## src/rtl/apb_pkg.sv

```systemverilog
// Shared types and constants for the APB completer: FSM state encoding,
// bus widths and the fixed addresses of the ID and wait-state registers.
package apb_pkg;

    localparam int DATA_W = 8;
    localparam int ADDR_W = 8;

    localparam logic [ADDR_W-1:0] ADDR_ID   = 8'hF0;
    localparam logic [ADDR_W-1:0] ADDR_WAIT = 8'hF1;

    typedef enum logic [1:0] {
        IDLE   = 2'd0,
        SETUP  = 2'd1,
        ACCESS = 2'd2
    } apb_state_t;

endpackage

```

## src/rtl/apb_slave_if.sv

```systemverilog
// APB-style bus bundle between a requester and this completer.
interface apb_slave_if;
    import apb_pkg::*;

    logic [1:0]        sel;
    logic              enable;
    logic              write;
    logic [ADDR_W-1:0] addr;
    logic [DATA_W-1:0] wdata;
    logic [DATA_W-1:0] rdata;
    logic              ready;

    modport master (output sel, enable, write, addr, wdata, input rdata, ready);
    modport slave  (input sel, enable, write, addr, wdata, output rdata, ready);

endinterface

```

## src/rtl/apb_slave_regfile.sv

```systemverilog
// DEPTH x 8 data register bank: synchronous write, combinational read,
// asynchronous active-low clear.
module apb_slave_regfile
    import apb_pkg::*;
#(
    parameter int DEPTH = 16,
    parameter int IDX_W = (DEPTH > 1) ? $clog2(DEPTH) : 1
) (
    input  logic              clk,
    input  logic              rst_n,
    input  logic              wr_en,
    input  logic [IDX_W-1:0]  wr_idx,
    input  logic [DATA_W-1:0] wr_data,
    input  logic [IDX_W-1:0]  rd_idx,
    output logic [DATA_W-1:0] rd_data
);

    logic [DATA_W-1:0] mem_r [DEPTH];

    // Storage array with asynchronous clear.
    always_ff @(posedge clk or negedge rst_n) begin
        if (!rst_n) begin
            for (int i = 0; i < DEPTH; i++) begin
                mem_r[i] <= 8'h00;
            end
        end else if (wr_en) begin
            mem_r[wr_idx] <= wr_data;
        end
    end

    assign rd_data = mem_r[rd_idx];

endmodule

```

## src/rtl/apb_slave.sv

```systemverilog
// APB completer with programmable wait states: IDLE/SETUP/ACCESS FSM, captured
// transfer attributes, address decode, ID and wait-state registers.
module apb_slave
    import apb_pkg::*;
#(
    parameter logic [1:0]        SLAVE_ID    = 2'd1,
    parameter logic [DATA_W-1:0] WAIT_CYCLES = 8'd2,
    parameter int                DEPTH       = 16
) (
    input  logic clk,
    input  logic reset,
    apb_slave_if.slave bus
);

    localparam int         IDX_W   = (DEPTH > 1) ? $clog2(DEPTH) : 1;
    localparam logic [8:0] DEPTH_L = 9'(DEPTH);

    apb_state_t        state_r, next_state_s;
    logic [DATA_W-1:0] cnt_r, next_cnt_s;
    logic [DATA_W-1:0] wait_r;
    logic [ADDR_W-1:0] addr_cap_r;
    logic [DATA_W-1:0] wdata_cap_r;
    logic              write_cap_r;
    logic              ready_r, ready_nxt_s;
    logic [DATA_W-1:0] rdata_r, rdata_nxt_s;
    logic              sel_hit_s, capture_s, commit_s;
    logic              in_range_s, rf_wr_en_s;
    logic [DATA_W-1:0] rf_rd_data_s, rd_val_s;

    assign sel_hit_s  = (bus.sel == SLAVE_ID);
    assign in_range_s = ({1'b0, addr_cap_r} < DEPTH_L);
    assign rf_wr_en_s = commit_s && in_range_s;

    apb_slave_regfile #(.DEPTH(DEPTH), .IDX_W(IDX_W)) u_regfile (
        .clk     (clk),
        .rst_n   (reset),
        .wr_en   (rf_wr_en_s),
        .wr_idx  (addr_cap_r[IDX_W-1:0]),
        .wr_data (wdata_cap_r),
        .rd_idx  (addr_cap_r[IDX_W-1:0]),
        .rd_data (rf_rd_data_s)
    );

    // State, wait counter, captured attributes, wait register and output flops.
    always_ff @(posedge clk or negedge reset) begin
        if (!reset) begin
            state_r     <= IDLE;
            cnt_r       <= 8'h00;
            wait_r      <= WAIT_CYCLES;
            addr_cap_r  <= 8'h00;
            wdata_cap_r <= 8'h00;
            write_cap_r <= 1'b0;
            ready_r     <= 1'b0;
            rdata_r     <= 8'h00;
        end else begin
            state_r <= next_state_s;
            cnt_r   <= next_cnt_s;
            ready_r <= ready_nxt_s;
            rdata_r <= rdata_nxt_s;
            if (capture_s) begin
                addr_cap_r  <= bus.addr;
                wdata_cap_r <= bus.wdata;
                write_cap_r <= bus.write;
            end
            if (commit_s && (addr_cap_r == ADDR_WAIT)) begin
                wait_r <= wdata_cap_r;
            end
        end
    end

    // Next-state logic; a write commits only when leaving the ready cycle.
    always_comb begin
        next_state_s = state_r;
        next_cnt_s   = cnt_r;
        capture_s    = 1'b0;
        commit_s     = 1'b0;
        case (state_r)
            IDLE: begin
                if (sel_hit_s && !bus.enable) begin
                    next_state_s = SETUP;
                    capture_s    = 1'b1;
                end else begin
                    next_state_s = IDLE;
                end
            end
            SETUP: begin
                if (sel_hit_s && bus.enable) begin
                    next_state_s = ACCESS;
                    next_cnt_s   = wait_r;
                end else begin
                    next_state_s = IDLE;
                    next_cnt_s   = 8'h00;
                end
            end
            ACCESS: begin
                if (cnt_r == 8'h00) begin
                    commit_s = write_cap_r;
                    if (sel_hit_s && !bus.enable) begin
                        next_state_s = SETUP;
                        capture_s    = 1'b1;
                    end else begin
                        next_state_s = IDLE;
                    end
                end else if (sel_hit_s && bus.enable) begin
                    next_cnt_s = cnt_r - 8'd1;
                end else begin
                    next_state_s = IDLE;
                    next_cnt_s   = 8'h00;
                end
            end
            default: begin
                next_state_s = IDLE;
                next_cnt_s   = 8'h00;
            end
        endcase
    end

    // Read decode of the captured address.
    always_comb begin
        rd_val_s = 8'h00;
        if (in_range_s) begin
            rd_val_s = rf_rd_data_s;
        end else if (addr_cap_r == ADDR_ID) begin
            rd_val_s = {6'b0, SLAVE_ID};
        end else if (addr_cap_r == ADDR_WAIT) begin
            rd_val_s = wait_r;
        end else begin
            rd_val_s = 8'h00;
        end
    end

    // Outputs are precomputed from next state so ready/rdata come straight off flops.
    always_comb begin
        ready_nxt_s = (next_state_s == ACCESS) && (next_cnt_s == 8'h00);
        rdata_nxt_s = 8'h00;
        if (ready_nxt_s && !write_cap_r) begin
            rdata_nxt_s = rd_val_s;
        end else begin
            rdata_nxt_s = 8'h00;
        end
    end

    assign bus.ready = ready_r;
    assign bus.rdata = rdata_r;

endmodule

```

## src/flat_wrapper.sv

```systemverilog
// flat-port wrapper written by rule: the top's interface ports become plain ports
module apb_slave_flat import apb_pkg::*;
#(
    parameter logic [1:0]        SLAVE_ID    = 2'd1,
    parameter logic [DATA_W-1:0] WAIT_CYCLES = 8'd2,
    parameter int                DEPTH       = 16
)
  (clk, reset, bus_sel, bus_enable, bus_write, bus_addr, bus_wdata, bus_rdata, bus_ready);
  apb_slave_if bus_i ();
  input  logic clk;
  input  logic reset;
  input wire logic [$bits(bus_i.sel)-1:0] bus_sel;
  input wire logic [$bits(bus_i.enable)-1:0] bus_enable;
  input wire logic [$bits(bus_i.write)-1:0] bus_write;
  input wire logic [$bits(bus_i.addr)-1:0] bus_addr;
  input wire logic [$bits(bus_i.wdata)-1:0] bus_wdata;
  output wire logic [$bits(bus_i.rdata)-1:0] bus_rdata;
  output wire logic [$bits(bus_i.ready)-1:0] bus_ready;
  assign bus_i.sel = bus_sel;
  assign bus_i.enable = bus_enable;
  assign bus_i.write = bus_write;
  assign bus_i.addr = bus_addr;
  assign bus_i.wdata = bus_wdata;
  assign bus_rdata = bus_i.rdata;
  assign bus_ready = bus_i.ready;
  apb_slave #(.SLAVE_ID(SLAVE_ID), .WAIT_CYCLES(WAIT_CYCLES), .DEPTH(DEPTH)) u_core (.clk(clk), .reset(reset), .bus(bus_i));
endmodule
```

## config.mk

```make
export PLATFORM = sky130hd
export DESIGN_NAME = apb_slave_flat
export DESIGN_NICKNAME = d
export VERILOG_FILES = /design/src/rtl/apb_pkg.sv /design/src/rtl/apb_slave_if.sv /design/src/rtl/apb_slave_regfile.sv /design/src/rtl/apb_slave.sv /design/src/flat_wrapper.sv
export SDC_FILE = /design/constraint.sdc
export NUM_CORES = 1
export LEC_CHECK = 0
export CAP_MARGIN = 15
export CORE_MARGIN = 3
export CORE_UTILIZATION = 57
export DETAILED_ROUTE_END_ITERATION = 8
export GPL_TIMING_DRIVEN = 0
export PLACE_DENSITY = 0.75
export SLEW_MARGIN = 30
export SYNTH_ARGS = -nofsm -noshare
export SYNTH_HDL_FRONTEND = slang
export SYNTH_SLANG_ARGS = --single-unit
```

## constraint.sdc

```tcl
create_clock -name clk -period 2.84 [get_ports clk]
set_input_delay 0.426 -clock clk [delete_from_list [all_inputs] [get_ports clk]]
set_output_delay 0.426 -clock clk [all_outputs]
set_load 0.02 [all_outputs]
```

### Word level (Yosys, flattened, before mapping)

Cells that the tools add are included.

| storage, ports and cells | value |
|---|---|
| bits in registers | 172 |
| bits of input ports | 22 |
| output and inout bits | 9 |

| operators by class | value |
|---|---|
| add/sub/neg operators | 1 |
| $lt $le $gt $ge | 3 |
| eq/ne operators | 6 |
| multiplexer cells | 24 |
| bitwise logic cells | 1 |
| reductions and logical operators | 12 |

Operators by type and width:

| cell | number |
|---|---|
| $bwmux 128 | 1 |
| $mux 8 | 10 |
| $bmux 8 s4 | 1 |
| $demux 8 s4 | 1 |
| $pmux 8 s3 | 1 |
| $eq 8x8->1 const B | 2 |
| $logic_not 8->1 | 2 |
| $lt 8x5->1 const B | 1 |
| $sub 8x1->8 const B | 1 |
| $logic_and 1x1->1 | 7 |
| $mux 2 | 3 |
| $pmux 2 s3 | 1 |
| $ge 5x5->1 const B | 1 |
| $lt 5x1->1 const B | 1 |
| $mux 1 | 5 |
| $not 4->5 | 1 |
| $eq 2x1->1 const B | 2 |
| $eq 2x2->1 const B | 2 |
| $logic_not 1->1 | 2 |
| $logic_not 2->1 | 1 |
| $pmux 1 s2 | 1 |

### Depth between registers and ports, before layout

| logic depth | value |
|---|---|
| depth in word-level cells | 9 |
| mapped depth | 10 |
| mapped depth without buffers | 8 |

### Modules after synthesis

A second synthesis with hierarchy kept.

| second synthesis, totals | value |
|---|---|
| cell total of the unflattened synthesis | 524 |
| area, all modules | 7,946.4 sq um |

Modules (own cells, without submodules):

| module | instances | cells each | area each (sq um) | seq. area each (sq um) |
|---|---|---|---|---|
| apb_slave_regfile | 1 | 365 | 5,915.7 | 3,203.1 |
| apb_slave | 1 | 159 | 2,030.7 | 1,102.3 |

### Worst setup path before layout

No wires, ideal clock.

| path | value |
|---|---|
| kind | reg2reg |
| start point | reg u_core.cnt_r[1] |
| end point | reg u_core.u_regfile.mem_r[112] (netlist name) |
| data arrival time | 2.201 ns |
| required time | 2.715 ns |
| slack | 0.514 ns |
| stages on the path, launching flop included | 10 |
| buffers on the path | 2 |
| cell sequence | dfrtp_1 > inv_1 > ha_1 > nor3b_1 > nand4_1 > or3_1 > clkbuf_1 > or2_1 > buf_4 > mux2_4 |

| on the way | value |
|---|---|
| word-level cells in the longest chain between the ends | 4 |

Ends and longest elaborated chain:

| item | RTL line | RTL |
|---|---|---|
| start, declared | apb_slave.sv:19 | `logic [DATA_W-1:0] cnt_r, next_cnt_s;` |
| start signal, assigned | apb_slave.sv:57 | `cnt_r <= next_cnt_s;` |
| $logic_not 8->1 | apb_slave.sv:96 | `if (cnt_r == 8'h00) begin` |
| $mux 1 | apb_slave.sv:96 |  |
| $mux 1 | apb_slave.sv:77 | `case (state_r)` |
| $logic_and 1x1->1 | apb_slave.sv:32 | `assign rf_wr_en_s = commit_s && in_range_s;` |
| end signal, assigned by index | apb_slave_regfile.sv:27 | `mem_r[wr_idx] <= wr_data;` |
| end, declared | apb_slave_regfile.sv:18 | `logic [DATA_W-1:0] mem_r [DEPTH];` |

No other way between the ends.
A chain may end at the register's enable or synchronous reset.

### Final worst setup path

| path | value |
|---|---|
| start point | reg u_core.cnt_r[3] |
| end point | reg u_core.u_regfile.mem_r[106] (netlist name) |

Same word-level chain as after synthesis.

==> qor.csv <==
metric,value,unit
drv_slew,0,
dp_cells,795,
clkTransAtPathRegs,60,ps
dieArea,0.0155,sq mm
n_fill_cell,942,
area_growth_syn_to_layout,16.1,%
core-area,0.0135,sq mm
io_buffers,30,
wirelength,19300,um
setup_viol,0,
relSlewSlack,0.490,
layout-drive-gt1-share,0.379,
drt-initial-drc-count,461,
hpwl,13000,um
htreeDepth,4,
via_per_inst,6.29,
hold_viol_final,0,
ys_types,54,
chipWidth,124,um
tightestPinTransition,746,ps
cts_buffer_depth,2,
synth_edf_count,0,
clock-sinks,172,
end_kind,flop,
ys_top_cells_by_area,"dfrtp_1, mux2_2, mux4_2, nand2_1, mux2_4",
fin_crit,2770,ps
first_pass_iters,5,
worstPathArrival,3080,ps
synth_seq_area_share,0.540,
tns,0,ps
fmax,0.360,GHz
p_per_area,626,mW/mm^2
crit_required,3140,ps
yosysMostFrequentCell,dfrtp_1,
io_pins,31,
ctsRootBufferMaster,clkbuf_16,
ys_ff_latch,172,
tritoncts,yes,
ys.flop_type,dfrtp_1,
numCtsBuffers,17,
drv_cap,0,
yosysTopAreaCell,dfrtp_1,
grt_max_degree,63,
design_area,0.00926,sq mm
globalplace.congestion,0.889,
grt_use_total,0.260,
skew,5.40,ps
critPathMaxFanout,8,
irDropWorstVdd,497,uV
synthCells,587,
async_flop_share,1.00,
clk_latency,420,ps
die_h,124,um
overflow,0,
synth_area,0.00798,sq mm
wl_per_cell,23.5,um
final_cells,823,
syn_area_per_cell,13.6,sq um
grt_first_pass_wirelength,31000,um
synth_fp_nets,611,
final_antenna_net_count,0,
finalCritPeriodShare,0.977,
netlist_top_cells_count,"dfrtp_1, mux2_2, nand2_1",
power.static_leakage,4.43,nW
vias,5174,
nets,661,
initial_core_util,0.593,
startpoint_type,flop,
grt_pass1_vias,5515,
drc,0,
outcome,completed,
hp-class,reg2reg,
ys_warn_count,0,
rows,42,
n_antenna_cell,0,
placed_area,0.00856,sq mm
critPathKind,reg2reg,
antenna_found_initial,0,
cts_setup_buffers,0,
synth_top_area_share,0.536,
-- metrics by stage --
stage	hold slack, ps	power [mW]	util	worst slack [ps]
CTS	502	5.79	0.686	-18.5
global placement	480	3.33	0.632	-5270
detailed placement	369	3.35	0.636	-23.1
floorplan	130	3.04	-	514
global route	516	6.00	0.689	-11.3
finish	502	5.80	0.689	65.4
-- metal layers --
metal  up-vias  part of all wire  track usage
met5         -                 0            0
met2       190              0.50        0.418
met1      2722              0.43        0.361
met4         0             0.016       0.0825
met3        26             0.057       0.0532
li1       2236                 -            -
-- registers in the layout (all words and copies together), names as in the netlist --
register / flops
u_core.wait_r: 8
u_core.bus.ready: 1
u_core.cnt_r: 8
u_core.bus.rdata: 8
u_core.u_regfile.mem_r: 128
u_core.addr_cap_r: 8
u_core.wdata_cap_r: 8
u_core.write_cap_r: 1
u_core.state_r: 2
-- area by class of cell --
type	instances	area [sq um]	share of cell area
Timing Repair Buffer	33	370	0.0400
Clock inverter	8	140	0.0151
Sequential cell	172	4310	0.465
Tap cell	176	220	0.0238
Multi-Input combinational cell	377	3590	0.387
Inverter	6	22.5	0.00243
Buffer	30	138	0.0149
Clock buffer	21	480	0.0519
-- worst max-delay path, cell delays in order (launching register included) --
cell     delay [ps]
dfrtp_1         470
nor4_2          510
nand4_1         300
or3_1           560
or2_1           280
buf_4           200
mux2_4          310
-- kinds of logic (layout without fill, tap and decap cells) --
family	after synthesis	in the layout	synth area share
mux	178	178	0.293
flops	172	172	0.540
simple gates	145	145	0.0969
compound gates	49	49	0.0437
buf+inv	38	98	0.0205
xor+xnor	3	3	0.00329
fa+ha+maj	2	2	0.00314
-- layout by cell type (no fill, tap or decap), types with 7 or more instances in the layout --
master and count:
mux2i_1 7, mux4_2 25, a21oi_1 10, nor2b_1 10, o21ai_0 14, nand2_1 65
a32oi_1 7, clkbuf_1 16, mux2_2 130, buf_2 8, clkdlybuf4s50_1 29, nor2_1 17
mux2_4 16, clkbuf_16 17, dfrtp_1 171
-- where the power goes --
part           internal (mW)  leakage (nW)  switching (mW)
Sequential              2.51          2.37          0.0989
Combinational          0.261          1.75           0.481
Clock                   1.55         0.310           0.905
-- worst paths after layout --
check | slack (ps) | cells after the start | from | endpoint
min in group asynchronous | 510 | 2 | reset | u_core.u_regfile.mem_r[117]
worst min register to register | 500 | 1 | u_core.u_regfile.mem_r[35] | u_core.u_regfile.mem_r[35]
worst max-delay path | 70 | 6 | u_core.cnt_r[3] | u_core.u_regfile.mem_r[106]
worst max register to register | 70 | 6 | u_core.cnt_r[3] | u_core.u_regfile.mem_r[106]
max in group asynchronous | 1340 | 4 | reset | u_core.wait_r[1]
worst min-delay path | 500 | 1 | u_core.u_regfile.mem_r[35] | u_core.u_regfile.mem_r[35]
-- what timing repair did --
item                                   4_1_cts  5_1_grt
endpoints found under the hold margin       51        0
gates resized for setup                      9       12
pin swaps                                    0        1
setup endpoints to repair                   58       63
hold buffers                                 1        0
Note: power is estimated with default switching activity, not from simulation.
